--- src/rtl/wb_dcache_pkg.sv ---
// Shared types and default geometry for the write-back data cache.
// Optional statistics counters are enabled with WB_DCACHE_STATS_EN.
package wb_dcache_pkg;
  localparam int DEF_DATA_W = 8;
  localparam int DEF_ADDR_W = 8;
  localparam int DEF_LINES  = 8;
  localparam int DEF_WORDS  = 4;

  localparam int OFFSET_W = $clog2(DEF_WORDS);
  localparam int INDEX_W  = $clog2(DEF_LINES);
  localparam int TAG_W    = DEF_ADDR_W - INDEX_W - OFFSET_W;

  typedef enum logic [1:0] {IDLE, WRITEBACK, FETCH, UPDATE} state_t;
endpackage

--- src/rtl/wb_dcache_line_store.sv ---
// Direct-mapped line storage: data, tag, valid and dirty per line.
// Asynchronous read of the indexed line, synchronous word write or full-line fill.
module wb_dcache_line_store #(
  parameter int DATA_W = 8,
  parameter int LINES  = 8,
  parameter int WORDS  = 4,
  parameter int TAG_W  = 3,
  parameter int IDX_W  = $clog2(LINES),
  parameter int OFF_W  = $clog2(WORDS)
)(
  input  logic                         CLK,
  input  logic                         RESET,
  input  logic [IDX_W-1:0]             idx,
  input  logic [OFF_W-1:0]             off,
  input  logic                         wr_en,
  input  logic [DATA_W-1:0]            wr_data,
  input  logic                         fill_en,
  input  logic [TAG_W-1:0]             fill_tag,
  input  logic [WORDS-1:0][DATA_W-1:0] fill_data,
  output logic                         valid,
  output logic                         dirty,
  output logic [TAG_W-1:0]             tag,
  output logic [WORDS-1:0][DATA_W-1:0] block
);
  logic [LINES-1:0]             valid_r, dirty_r;
  logic [TAG_W-1:0]             tag_r  [LINES];
  logic [WORDS-1:0][DATA_W-1:0] data_r [LINES];

  assign valid = valid_r[idx];
  assign dirty = dirty_r[idx];
  assign tag   = tag_r[idx];
  assign block = data_r[idx];

  always_ff @(posedge CLK) begin
    if (RESET) begin
      valid_r <= '0;
      dirty_r <= '0;
    end else if (fill_en) begin
      valid_r[idx] <= 1'b1;
      dirty_r[idx] <= 1'b0;
    end else if (wr_en) begin
      dirty_r[idx] <= 1'b1;
    end
  end

  // Payload needs no reset; valid gates every use of it.
  always_ff @(posedge CLK) begin
    if (fill_en) begin
      tag_r[idx]  <= fill_tag;
      data_r[idx] <= fill_data;
    end else if (wr_en) begin
      data_r[idx][off] <= wr_data;
    end
  end
endmodule

--- src/rtl/wb_dcache.sv ---
// Direct-mapped, write-back, write-allocate data cache with a block memory port.
// Define WB_DCACHE_STATS_EN to add saturating HIT/MISS/WB counters.
module wb_dcache
  import wb_dcache_pkg::*;
#(
  parameter int DATA_W = DEF_DATA_W,
  parameter int ADDR_W = DEF_ADDR_W,
  parameter int LINES  = DEF_LINES,
  parameter int WORDS  = DEF_WORDS
)(
  input  logic                               CLK,
  input  logic                               RESET,
  input  logic                               READ,
  input  logic                               WRITE,
  input  logic [ADDR_W-1:0]                  ADDRESS,
  input  logic [DATA_W-1:0]                  WRITEDATA,
  output logic [DATA_W-1:0]                  READDATA,
  output logic                               BUSYWAIT,
  output logic                               MEM_READ,
  output logic                               MEM_WRITE,
  output logic [ADDR_W-$clog2(WORDS)-1:0]    MEM_ADDRESS,
  output logic [DATA_W*WORDS-1:0]            MEM_WRITEDATA,
  input  logic [DATA_W*WORDS-1:0]            MEM_READDATA,
  input  logic                               MEM_BUSYWAIT
`ifdef WB_DCACHE_STATS_EN
  ,
  output logic [15:0]                        HIT_COUNT,
  output logic [15:0]                        MISS_COUNT,
  output logic [15:0]                        WB_COUNT
`endif
);
  localparam int OFF_W = $clog2(WORDS);
  localparam int IDX_W = $clog2(LINES);
  localparam int TG_W  = ADDR_W - IDX_W - OFF_W;

  logic [TG_W-1:0]              tag_a, l_tag;
  logic [IDX_W-1:0]             idx_a;
  logic [OFF_W-1:0]             off_a;
  logic                         req, hit, l_valid, l_dirty, wr_en, fill_en;
  logic [WORDS-1:0][DATA_W-1:0] l_block, fill_buf;
  state_t                       state, next_state;

  assign {tag_a, idx_a, off_a} = ADDRESS;
  assign req = READ | WRITE;
  assign hit = l_valid && (l_tag == tag_a);

  wb_dcache_line_store #(
    .DATA_W(DATA_W), .LINES(LINES), .WORDS(WORDS), .TAG_W(TG_W),
    .IDX_W(IDX_W), .OFF_W(OFF_W)
  ) u_store (
    .CLK(CLK), .RESET(RESET), .idx(idx_a), .off(off_a),
    .wr_en(wr_en), .wr_data(WRITEDATA),
    .fill_en(fill_en), .fill_tag(tag_a), .fill_data(fill_buf),
    .valid(l_valid), .dirty(l_dirty), .tag(l_tag), .block(l_block)
  );

  always_ff @(posedge CLK) begin
    if (RESET) state <= IDLE;
    else       state <= next_state;
  end

  // Memory data is only guaranteed while MEM_READ is up, so latch it for UPDATE.
  always_ff @(posedge CLK) begin
    if (state == FETCH && !MEM_BUSYWAIT) fill_buf <= MEM_READDATA;
  end

  always_comb begin
    next_state = state;
    case (state)
      IDLE:      if (req && !hit) next_state = (l_valid && l_dirty) ? WRITEBACK : FETCH;
      WRITEBACK: if (!MEM_BUSYWAIT) next_state = FETCH;
      FETCH:     if (!MEM_BUSYWAIT) next_state = UPDATE;
      default:   next_state = IDLE;
    endcase
  end

  always_comb begin
    BUSYWAIT      = 1'b0;
    MEM_READ      = 1'b0;
    MEM_WRITE     = 1'b0;
    MEM_ADDRESS   = '0;
    MEM_WRITEDATA = '0;
    READDATA      = '0;
    wr_en         = 1'b0;
    fill_en       = 1'b0;
    if (!RESET) begin
      READDATA = l_block[off_a];
      BUSYWAIT = req && !(state == IDLE && hit);
      case (state)
        IDLE:      wr_en = WRITE && hit;
        WRITEBACK: begin
          MEM_WRITE     = 1'b1;
          MEM_ADDRESS   = {l_tag, idx_a};
          MEM_WRITEDATA = l_block;
        end
        FETCH: begin
          MEM_READ    = 1'b1;
          MEM_ADDRESS = {tag_a, idx_a};
        end
        default:   fill_en = 1'b1;
      endcase
    end
  end

`ifdef WB_DCACHE_STATS_EN
  // The hit right after a fill belongs to the miss, not to HIT_COUNT.
  logic post_fill;
  always_ff @(posedge CLK) begin
    if (RESET) begin
      post_fill  <= 1'b0;
      HIT_COUNT  <= '0;
      MISS_COUNT <= '0;
      WB_COUNT   <= '0;
    end else begin
      post_fill <= (state == UPDATE);
      if (state == IDLE && req && hit && !post_fill && HIT_COUNT != 16'hFFFF)
        HIT_COUNT <= HIT_COUNT + 16'd1;
      if (state == IDLE && req && !hit && MISS_COUNT != 16'hFFFF)
        MISS_COUNT <= MISS_COUNT + 16'd1;
      if (state == IDLE && next_state == WRITEBACK && WB_COUNT != 16'hFFFF)
        WB_COUNT <= WB_COUNT + 16'd1;
    end
  end
`endif
endmodule

--- config.mk ---
export PLATFORM = sky130hd
export DESIGN_NAME = wb_dcache
export DESIGN_NICKNAME = d
export VERILOG_FILES = /design/src/rtl/wb_dcache_pkg.sv /design/src/rtl/wb_dcache_line_store.sv /design/src/rtl/wb_dcache.sv
export SDC_FILE = /design/constraint.sdc
export NUM_CORES = 1
export LEC_CHECK = 0
export CAP_MARGIN = 15
export CORE_MARGIN = 4
export CORE_UTILIZATION = 46
export CTS_CLUSTER_SIZE = 14
export DETAILED_ROUTE_END_ITERATION = 10
export DONT_BUFFER_PORTS = 1
export GPL_ROUTABILITY_DRIVEN = 0
export PLACE_DENSITY = 0.74
export SLEW_MARGIN = 20
export SYNTH_ARGS = -nofsm -noshare
export SYNTH_HDL_FRONTEND = slang
export SYNTH_SLANG_ARGS = --single-unit
--- constraint.sdc ---
create_clock -name CLK -period 3.2 [get_ports CLK]
set_clock_uncertainty 0.2 [all_clocks]
set_input_delay 0.16 -clock CLK [delete_from_list [all_inputs] [get_ports CLK]]
set_output_delay 0.16 -clock CLK [all_outputs]
set_load 0.1 [all_outputs]
==> impl_results.md, run 1 <==
- Status: finished, final reports clean
- Synth warn: 0
- Critical Path Fanout Max: 51
- Sw power: about 0.0027 W
- Yosys reg bits: 330
- Final number of hold-violating endpoints: 0
- Combinational power share: between 10% and 20%
- Drc violations: 0
- Worst-skew pair later-pin latency: approximately 0.50 ns
- Nets: roughly 1,000
- H-tree depth: 2
- Count leader, synth: edfxtp_1
- Asr flop ratio synth: 0%
- Post-route setup slack: roughly 0.038 ns
- Global-route wire length before repair: approximately 54,000 µm
- CP startpoint kind: input pin
- Leak Pwr: roughly 5.7 nW
- Kind of end point of the critical path: primary output
- Met2 wire length: between 15,000 and 20,000 µm
- MaxCap Viol Count: 0
- Hold Crit Class: input pin to flip-flop
- Slew Viols, Final: 0
- Die area: approximately 0.033 mm²
- Length of routed met3 wiring: ~4500 µm
- Post-Syn Instances: between 800 and 900
- Avg Cell Area, Syn: about 17 µm²
- Slew @ Worst Pin: a little under 1 ns
- RSZ-0062 raised after global routing: no
- Core Region: just under 0.03 mm²
- Total wire length: approximately 37,000 µm
- Post-CTS setup buffers: 0
- DIE WIDTH: 180.5 µm
- Dpl ws: 0.2891 ns
- Pin count of the biggest net entering global routing: slightly below 70
- Post-synth EDFFs: between 300 and 400
- Clock Sinks: 330
- Tcrit/Tclk final: approximately 99%
- Via Count: about 8,500
- Syn Std Cell Area: between 0.01 and 0.015 mm²
- Post-synth top flop: edfxtp_1
- Max Fclk: 0.3163 GHz
- Area contributors post-synth: edfxtp_1 (68%), mux4_2 (6.9%), mux2_2 (4.5%), mux2i_1 (3.0%), dfxtp_1 (2.6%)
- Simple-gate share of the synthesized area: under 10%
- Row cnt: 62
- Largest family of logic cells by synthesized area: multiplexers
- Drt wl/cell: approximately 27 µm
- # setup viols final: 0
- Critical path arrival: about 2.8 ns
- Hpwl dp: between 20,000 and 25,000 µm
- Die height: approximately 180 µm
- Clock Pin Slew Worst Setup and Hold Paths: 0.06 ns
- DR vias/cell: between 6 and 7
- Layout cell share with drive strength beyond 1: between 30% and 40%
- Clk pwr share: 38.8%
- Initial antenna violation count: 2
- Drt first pass iters: 9
- Slew Limit Headroom: a little over a third
- Post-synth top area share: 68.48%
- Post-synth cell types: 45
- Util after Layout: 57.37%
- Power Density: ~630 mW/mm²
- Initial core utilization: a little under half
- Switching share of power: roughly a quarter
- Synth Area in Compound Gates: roughly 6.3%
- Seq/Total Area, Yosys: 71.12%
- Top sig layer: met5
- Post-route setup TNS: 0 ns
- GRT Residual Overflow: 0
- Pint: 0.007853 W
- Clock Tree Buf Depth: 3
- Post-synth net total: roughly 870
- Peak supply drop: about 0.44 mV
- Post-route ant nets: 0
- Setup CP Type: input pin to primary output
- Commonest cells post-synth: edfxtp_1 (312), nor2_1 (91), mux2_2 (55)
- Num CTS Buffers: 34
- M1 WL: between 10,000 and 15,000 µm
- CTS tree: built
- Sequential power share: 47.3%
- Yosys top cell by area: edfxtp_1
- Total track usage: 22.15%
- Minimum clock period: 3.162 ns
- CTS root buffer: clkbuf_16
- Post-Synth Adder-Cell Area: 0.4573%
- Area Overhead vs Synth: 21.68%
- Worst EP required: roughly 2.8 ns
- I/O Buffers: 0
- Vias in the first global route: 8,460
- XOR/XNOR Fraction of Synth Area: 0%
- Multiplexer share of the synthesized area: 14.44%
- I/O Pins: 102
- DRT iter0 DRCs: approximately 1,200
## sequential cells by signal, indices dropped and copies added, names as in the netlist, named ones only
name             flops
fill_buf            32
state                2
u_store.data_r     256
u_store.tag_r       24
u_store.valid_r      8
## power groups by stage
stage	clock (W)	combinational (W)	sequential (W)
CTS	0.00413	0.00144	0.00497
global placement	0	0.00133	0.00506
detailed placement	0	0.00136	0.00506
global route	0.00434	0.00153	0.00498
floorplan	0	0.00101	0.00504
finish	0.00408	0.00146	0.00497
## routing by layer
metal / up-vias / global-route usage, %
met4: 2 / 8.227
met5: - / 0
li1: 3543 / -
met2: 584 / 35.51
met3: 115 / 6.318
met1: 4233 / 29.06
## timing repair
action,4_1_cts,5_1_grt
endpoints found under the hold margin,386,0
resized for setup,0,3
hold buffers,52,0
setup endpoints to repair,0,3
## worst max-delay path, stage by stage
cell           delay [ns]
dlygate4sd3_1        0.65
and2_1               0.20
buf_4                0.19
nand2_1              0.08
a21oi_1              0.06
a221oi_1             0.75
mux4_2               0.41
nor2_2               0.06
buf_4                0.23
## path summary, 6_finish.rpt
path,startpoint,endpoint,slack (ns),cells past startpoint
max,ADDRESS[3],READDATA[3],0.04,9
min,MEM_READDATA[15],fill_buf[15]$_DFFE_PP_,0.07,1
max reg2reg,u_store.tag_r[3][0]$_DFFE_PP_,u_store.data_r[2][15]$_DFFE_PP_,0.21,7
min reg2reg,u_store.valid_r[0]$_SDFFE_PP0P_,u_store.valid_r[0]$_SDFFE_PP0P_,0.25,1
## through the flow
| step | instances | cell area [µm²] | hold WS [ns] | total power [W] |
|---|---|---|---|---|
| 6_report | 1374 | 16650 | 0.07466 | 0.01051 |
| 5_1_grt | 1374 | 16650 | 0.05437 | 0.01085 |
| 4_1_cts | 1373 | 16630 | 0.005621 | 0.01054 |
| 3_5_place_dp | 1259 | 14940 | 0.04763 | 0.006420 |
| 3_3_place_gp | 1259 | 14940 | 0.04170 | 0.006393 |
| 2_1_floorplan | 815 | 13720 | 0.05887 | 0.006048 |
## kinds of logic (layout without fill, tap and decap cells)
family                     count (synthesis)  after routing
buffers and inverters                     57            231
and+or+nand+nor                          174            174
other                                      0              1
AOI/OAI and AO/OA                        111            111
muxes                                    138            138
adders and majority gates                  5              5
DFF                                      330            330
## final cells by class
class                           count  area, µm²
Fill cell                        2215      12370
Sequential cell                   330       9729
Multi-Input combinational cell    428       3870
Timing Repair Buffer              161       1364
Clock buffer                       43      948.4
Tap cell                          384      480.5
Clock inverter                     19      221.5
Inverter                            8      30.03
Antenna cell                        1      2.502
## cell usage in the layout (no fill, tap or decap), drive strengths merged, types with 2 or more instances in the layout
cell type	netlist	layout
nand3	10	10
a211oi	5	5
clkbuf	23	43
edfxtp	312	312
nand4	4	4
buf	26	109
nor2	92	92
mux2	55	55
dlygate4sd3	0	52
o221ai	2	2
mux4	42	42
clkinv	2	15
a21o	8	8
ha	5	5
a21oi	9	9
dfxtp	18	18
nor3	9	9
a41oi	8	8
mux2i	41	41
o21ai	11	11
a221oi	25	25
o22ai	8	8
nor2b	10	10
and2	7	7
nand2	34	34
bufinv	0	5
nand2b	3	3
a22o	8	8
a22oi	14	14
o22a	6	6
o41ai	4	4
inv	6	6
o21a	2	2
No activity file was read; power rests on OpenSTA's default activity.
==> run 2, diff against run 1 <==
--- a/config.mk
+++ b/config.mk
@@ -6,13 +6,15 @@
 export NUM_CORES = 1
 export LEC_CHECK = 0
 export CAP_MARGIN = 15
+export CELL_PAD_IN_SITES_DETAIL_PLACEMENT = 1
+export CELL_PAD_IN_SITES_GLOBAL_PLACEMENT = 1
 export CORE_MARGIN = 4
 export CORE_UTILIZATION = 46
 export CTS_CLUSTER_SIZE = 14
 export DETAILED_ROUTE_END_ITERATION = 10
 export DONT_BUFFER_PORTS = 1
 export GPL_ROUTABILITY_DRIVEN = 0
-export PLACE_DENSITY = 0.74
+export PLACE_DENSITY = 0.83
 export SLEW_MARGIN = 20
 export SYNTH_ARGS = -nofsm -noshare
 export SYNTH_HDL_FRONTEND = slang
==> run 2 against run 1 <==
  * Total power fell by 2.4%
  * Final cell count fell by 0.22%
  * Hold slack got worse by 0.0053 ns
  * Sequential share of layout area rose by 0.30 points
  * First-iteration DRC count fell by 19%
  * Core utilization fell by 0.30 points
  * Via count rose by 2.2%
  * Combinational power barely moved
  * Sequential power barely moved
  * Non-clock buffer count fell by 3
  * Design area fell by 0.52%
  * Global-route usage rose by 3.3 points
==> impl_results.md, run 2 (synthesis results as in run 1) <==
- Most flops, register: u_store.data_r
- Total track usage: 25.46% (+3.3 points)
- Global Route met2 Usage: 42.47% (+7.0 points)
- RSZ-0062 raised after global routing: yes
- Layout cell share with drive strength beyond 1: 31.17% (-0.89 points)
- Minimum clock period: 3.097 ns (-0.06455 ns)
- Row cnt: 62 (unchanged)
- Peak supply drop: 0.4871 mV (+9.9%)
- Slowest stage cell, crit path: mux2i_1
- DRT iter0 DRCs: 978 (-19%)
- Slew @ Worst Pin: 0.9959 ns (+0.02650 ns)
- Reg-to-reg startpoint: u_store.tag_r[3][0]$_DFFE_PP_
- Post-route setup slack: 0.1027 ns (+0.06455 ns)
- Pint: 0.007529 W (-4.1%)
- Worst-skew pair later-pin latency: 0.52 ns (+0.02 ns)
- Final hold slack: 0.06936 ns (-0.005309 ns)
- Post-route design area: 0.01656 mm² (-0.52%)
- Clock Pin Slew Worst Setup and Hold Paths: 0.06 ns (about the same)
- Commonest non-fill, non-tap cells in the layout: edfxtp_1 (312), buf_4 (98), mux2_2 (55), dlygate4sd3_1 (55), nor2_1 (53)
- Largest registers: u_store.data_r (256), fill_buf (32), u_store.tag_r (24)
- Setup CP Type: flip-flop to primary output
- I/O Pins: 102 (unchanged)
- R2r setup slk: 0.10 ns (-0.11 ns)
- Switching share of power: 26.58% (+1.3 points)
- Util after Layout: 57.08% (-0.30 points)
- Die area: 0.03256 mm² (unchanged)
- GRT Residual Overflow: 0 (unchanged)
- Sequential power share: 48.6% (+1.3 points)
- Combinational power share: 14.5% (+0.6 points)
- Max incr delay on CP: 0.66 ns (-0.09 ns)
- Nets: 1,019 (-0.20%)
- Power Density: 619.3 mW/mm² (-1.9%)
- Slew Viols, Final: 0 (unchanged)
- Sw power: 0.002725 W (+2.5%)
- Critical path arrival: 2.74 ns (-0.06 ns)
- Busiest grt layer: met2
- Pin count of the biggest net entering global routing: 74 (+8.8%)
- Status: finished, final reports clean
- Initial core utilization: 47.15% (unchanged)
- Global-route wire length before repair: 61,700 µm (+13%)
- Total wire length: 41,880 µm (+14%)
- Worst EP required: 2.84 ns (about the same)
- R2r worst-path depth: 8 (+1)
- Die height: 180.5 µm (unchanged)
- Most common cell after layout, fill and taps aside: edfxtp_1
- Max Fclk: 0.3229 GHz (+2.1%)
- # setup viols final: 0 (unchanged)
- Clock Tree Buf Depth: 3 (unchanged)
- DR vias/cell: 6.319 (+2.4%)
- Core Region: 0.02901 mm² (unchanged)
- Slew Limit Headroom: 33.53% (-1.8 points)
- Drc violations: 0 (unchanged)
- CP cell instances: mux4_2 > mux2i_1 > mux4_2 > nor2_2 > buf_4
- CP dominant cell by count: mux4_2
- Num CTS Buffers: 35 (+2.9%)
- Leak Pwr: 5.681 nW (-0.47%)
- Area Overhead vs Synth: 21.04%
- H-tree depth: 2 (unchanged)
- Post-route ant nets: 0 (unchanged)
- Drt wl/cell: 30.54 µm (+14%)
- Vias in the first global route: 9,049 (+7.0%)
- Critical Path Fanout Max: 2 (-96%)
- Drt first pass iters: 5 (-4)
- Hold Crit Endpoint: fill_buf[28]$_DFFE_PP_
- Tcrit/Tclk final: 96.79% (-2.0 points)
- Hold Crit Class: input pin to flip-flop
- Max FFs per register: 256 (unchanged)
- Hold Crit Depth: 1 (unchanged)
- Fillers: 2,679 (+21%)
- Clock Sinks: 330 (unchanged)
- DIE WIDTH: 180.5 µm (unchanged)
- Dpl ws: 0.1859 ns (-0.1032 ns)
- Met3 usage: 5.531% (-0.79 points)
- Post-DP Area: 0.01492 mm² (-0.13%)
- CTS tree: built
- CTS root buffer: clkbuf_16
- Kind of end point of the critical path: primary output
- Initial antenna violation count: 3 (+1)
- Placed cells: 1,253 (-0.48%)
- CP startpoint kind: flip-flop
- Via Count: 8,664 (+2.2%)
- GRT met1 Usage: 33.02% (+4.0 points)
- Hold_sp: MEM_READDATA[28]
- Hpwl dp: 27,180 µm (+16%)
- MaxCap Viol Count: 0 (unchanged)
- Final number of hold-violating endpoints: 0 (unchanged)
- Clk pwr share: 36.9% (-1.9 points)
- Non-filler cells, final: 1,371 (-0.22%)
- I/O Buffers: 0 (unchanged)
==> run 2: power by group through the flow <==
stage | Clock [W] | Combinational, W | Sequential, W
final | 0.00379 | 0.00149 | 0.00498
after global routing | 0.00404 | 0.00156 | 0.00498
after CTS | 0.00382 | 0.00147 | 0.00498
after detailed placement | 0 | 0.00139 | 0.00507
after global placement | 0 | 0.00133 | 0.00507
after floorplan | 0 | 0.00101 | 0.00504
==> run 2: final cells by class <==
| type | instances | area [µm²] | share of cell area, % |
|---|---|---|---|
| diodes | 2 | 5.005 | 0.03022 |
| clock buffers | 43 | 948.4 | 5.727 |
| clock inverters | 18 | 112.6 | 0.6800 |
| inverters | 8 | 30.03 | 0.1813 |
| multi-input cells | 428 | 3876 | 23.41 |
| flip-flops and latches | 330 | 9729 | 58.75 |
| well taps | 384 | 480.5 | 2.901 |
| repair buffers | 158 | 1378 | 8.319 |
==> run 2: how the worst max path moves through the flow <==
stage,slack [ns],startpoint,depth (start not counted),to
6_report,0.10,u_store.data_r[0][13]$_DFFE_PP_,5,READDATA[5]
3_5_place_dp,0.19,u_store.tag_r[3][0]$_DFFE_PP_,7,u_store.data_r[1][14]$_DFFE_PP_
2_1_floorplan,0.04,ADDRESS[2],9,MEM_WRITEDATA[21]
4_1_cts,0.05,RESET,6,MEM_WRITEDATA[24]
5_1_grt,-0.01,u_store.tag_r[5][0]$_DFFE_PP_,8,flip-flop
3_3_place_gp,0.32,u_store.tag_r[7][0]$_DFFE_PP_,7,u_store.data_r[6][0]$_DFFE_PP_
==> run 2: timing repair <==
item,CTS,global route
endpoints found under the hold margin,370,0
endpoints found under the setup margin,0,120
hold buffers,55,0
buffers inserted,0,0
gates resized for setup,0,4
==> run 2: per-stage QoR <==
step	TNS, ns	total power (W)
final	0	0.01025
after CTS	0	0.01027
after detailed placement	0	0.006457
after global placement	0	0.006398
after floorplan	0	0.006048
after global routing	-0.01948	0.01058
==> run 2: worst max-delay path, delay by kind of cell, from the launching register on <==
| kind | cells | cell delay, ns |
|---|---|---|
| simple gates | 1 | 0.07 |
| flops | 1 | 0.38 |
| buf+inv | 1 | 0.23 |
| mux | 3 | 1.54 |
==> run 2: layer usage <==
metal / vias to the layer above / part of all wire [%]
li1: 3541 / -
met1: 4472 / 37
met2: 546 / 50
met3: 105 / 9.1
met4: 0 / 4.0
met5: - / 0
==> run 3, diff against run 2 <==
--- a/config.mk
+++ b/config.mk
@@ -8,7 +8,7 @@
 export CAP_MARGIN = 15
 export CELL_PAD_IN_SITES_DETAIL_PLACEMENT = 1
 export CELL_PAD_IN_SITES_GLOBAL_PLACEMENT = 1
-export CORE_MARGIN = 4
+export CORE_MARGIN = 10
 export CORE_UTILIZATION = 46
 export CTS_CLUSTER_SIZE = 14
 export DETAILED_ROUTE_END_ITERATION = 10
==> run 3 against run 2 <==
  * Via count down 0.25%
  * Hold slack worse by 0.015 ns
  * Sequential power about the same
  * Routed wire length up 3.1%
  * Non-clock buffer count up 7
  * Die area up 14%
  * Sequential cell count unchanged
  * Design area up 0.79%
  * Global-route usage down 2.4 points
  * Total power up 3.6%
  * Highest routed layer unchanged
==> impl_results.md, run 3 (synthesis results as in run 1) <==
- Peak supply drop: 0.4644 mV (-4.7%)
- Sw power: 0.002826 W (+3.7%)
- Initial core utilization: 46.41% (-0.75 points)
- Critical path arrival: 2.81 ns (+0.07 ns)
- I/O Pins: 102 (unchanged)
- Post-route ant nets: 0 (unchanged)
- Post-CTS setup buffers: 0 (unchanged)
- Largest registers: u_store.data_r (256), fill_buf (32), u_store.tag_r (24)
- I/O Buffers: 0 (unchanged)
- Hold Crit Class: input pin to flip-flop
- Vias in the first global route: 9,131 (+0.91%)
- Slew Limit Headroom: 37.92% (+4.4 points)
- Combinational power share: 14.2% (-0.3 points)
- DIE WIDTH: 192.5 µm (+6.6%)
- Kind of end point of the critical path: primary output
- Minimum clock period: 3.173 ns (+0.07559 ns)
- GRT Residual Overflow: 0 (unchanged)
- # setup viols final: 0 (unchanged)
- Drt wl/cell: 31.13 µm (+1.9%)
- Pint: 0.007800 W (+3.6%)
- R2r worst-path depth: 8 (unchanged)
- Drt first pass iters: 6 (+1)
- Clock Pin Slew Worst Setup and Hold Paths: 0.06 ns (about the same)
- Clock Tree Buf Depth: 3 (unchanged)
- Via Count: 8,642 (-0.25%)
- Die area: 0.03704 mm² (+14%)
- Dpl ws: 0.2106 ns (+0.02474 ns)
- Post-route setup TNS: 0 ns (unchanged)
- Max FFs per register: 256 (unchanged)
- Most common cell after layout, fill and taps aside: edfxtp_1
- Final number of hold-violating endpoints: 0 (unchanged)
- Pin count of the biggest net entering global routing: 68 (-8.1%)
- Clk pwr share: 39.0% (+2.1 points)
- Sequential power share: 46.8% (-1.8 points)
- RSZ-0062 raised after global routing: no
- CTS root buffer: clkbuf_16
- DR vias/cell: 6.231 (-1.4%)
- Slew @ Worst Pin: 0.9214 ns (-0.07452 ns)
- CTS tree: built
- Switching share of power: 26.59% (about the same)
- Area Overhead vs Synth: 22.00%
- MaxCap Viol Count: 0 (unchanged)
- Worst-skew pair later-pin latency: 0.52 ns (about the same)
- Die height: 192.5 µm (+6.6%)
- Total wire length: 43,180 µm (+3.1%)
- CP startpoint kind: flip-flop
- Worst EP required: 2.84 ns (about the same)
- Global-route wire length before repair: 62,360 µm (+1.1%)
- Most flops, register: u_store.data_r
- Nets: 1,027 (+0.79%)
- DRT iter0 DRCs: 990 (+1.2%)
- Hold Crit Depth: 5 (+4)
- Layout cell share with drive strength beyond 1: 31.86% (+0.69 points)
- Initial antenna violation count: 3 (unchanged)
- Total track usage: 23.10% (-2.4 points)
- Clock Sinks: 330 (unchanged)
- Setup CP Type: flip-flop to primary output
- Post-route setup slack: 0.02706 ns (-0.07559 ns)
- Commonest non-fill, non-tap cells in the layout: edfxtp_1 (312), buf_4 (110), mux2_2 (55)
- Leak Pwr: 5.728 nW (+0.84%)
- Critical Path Fanout Max: 2 (unchanged)
- Tcrit/Tclk final: 99.15% (+2.4 points)
- CTS resizes: 0 (unchanged)
- Num CTS Buffers: 36 (+2.9%)
- Status: finished, final reports clean
- Slew Viols, Final: 0 (unchanged)
- Max Fclk: 0.3152 GHz (-2.4%)
- Power Density: 636.6 mW/mm² (+2.8%)
- H-tree depth: 2 (unchanged)
- Drc violations: 0 (unchanged)
- Core Region: 0.02948 mm² (+1.6%)
- Row cnt: 63 (+1.6%)
- Hpwl dp: 28,220 µm (+3.8%)
[run 3: area by class of cell]
type | instances | area (µm²)
Sequential cell | 330 | 9729
Antenna cell | 2 | 5.005
Fill cell | 2669 | 12790
Tap cell | 390 | 488.0
Inverter | 8 | 30.03
Clock buffer | 47 | 994.7
Timing Repair Buffer | 165 | 1406
Multi-Input combinational cell | 428 | 3857
Clock inverter | 17 | 180.2
[run 3: final timing paths]
path,start,end,slack (ns)
setup / recovery,u_store.data_r[4][8]$_DFFE_PP_,READDATA[0],0.03
hold / removal,READ,state[0]$_SDFFE_PP0P_,0.05
setup reg to reg,u_store.tag_r[1][0]$_DFFE_PP_,u_store.data_r[2][25]$_DFFE_PP_,0.15
hold reg to reg,u_store.valid_r[6]$_SDFFE_PP0P_,u_store.valid_r[6]$_SDFFE_PP0P_,0.26
[run 3: power by group through the flow]
stage | Clock (W) | Combinational, W | Sequential, W
global route | 0.00435 | 0.00157 | 0.00498
detailed placement | 0 | 0.00140 | 0.00507
floorplan | 0 | 0.00101 | 0.00504
finish | 0.00414 | 0.00151 | 0.00498
global placement | 0 | 0.00135 | 0.00506
CTS | 0.00417 | 0.00150 | 0.00498
[run 3: critical path: stages, from the launching register on]
cell      delay, ns
edfxtp_1       0.40
mux2_2         0.29
nand2_1        0.06
o21ai_0        0.10
a221oi_1       0.70
mux4_2         0.43
nor2_2         0.07
buf_4          0.23
[run 3: stage by stage]
stage          instance area [µm²]  util [%]  power, W  hold WS [ns]  cells
6_report                     16690     56.62   0.01063       0.05475   1387
5_1_grt                      16690     56.62   0.01090       0.05224   1387
4_1_cts                      16690     56.60   0.01064       0.02047   1385
3_5_place_dp                 14990     50.85  0.006467       0.05056   1269
3_3_place_gp                 14990     50.85  0.006409       0.04559   1269
2_1_floorplan                13720         -  0.006048       0.05887    815
[run 3: what timing repair did]
action,in CTS,in global routing
hold endpoints to repair,376,0
endpoints found under the setup margin,0,0
hold buffers,52,0
[run 3: routing by layer]
| metal | global-route usage (%) | wire length [µm] |
|---|---|---|
| met4 | 8.915 | 1668 |
| met2 | 38.87 | 21420 |
| met1 | 28.69 | 15770 |
| met5 | 0 | 0 |
| met3 | 4.951 | 4315 |
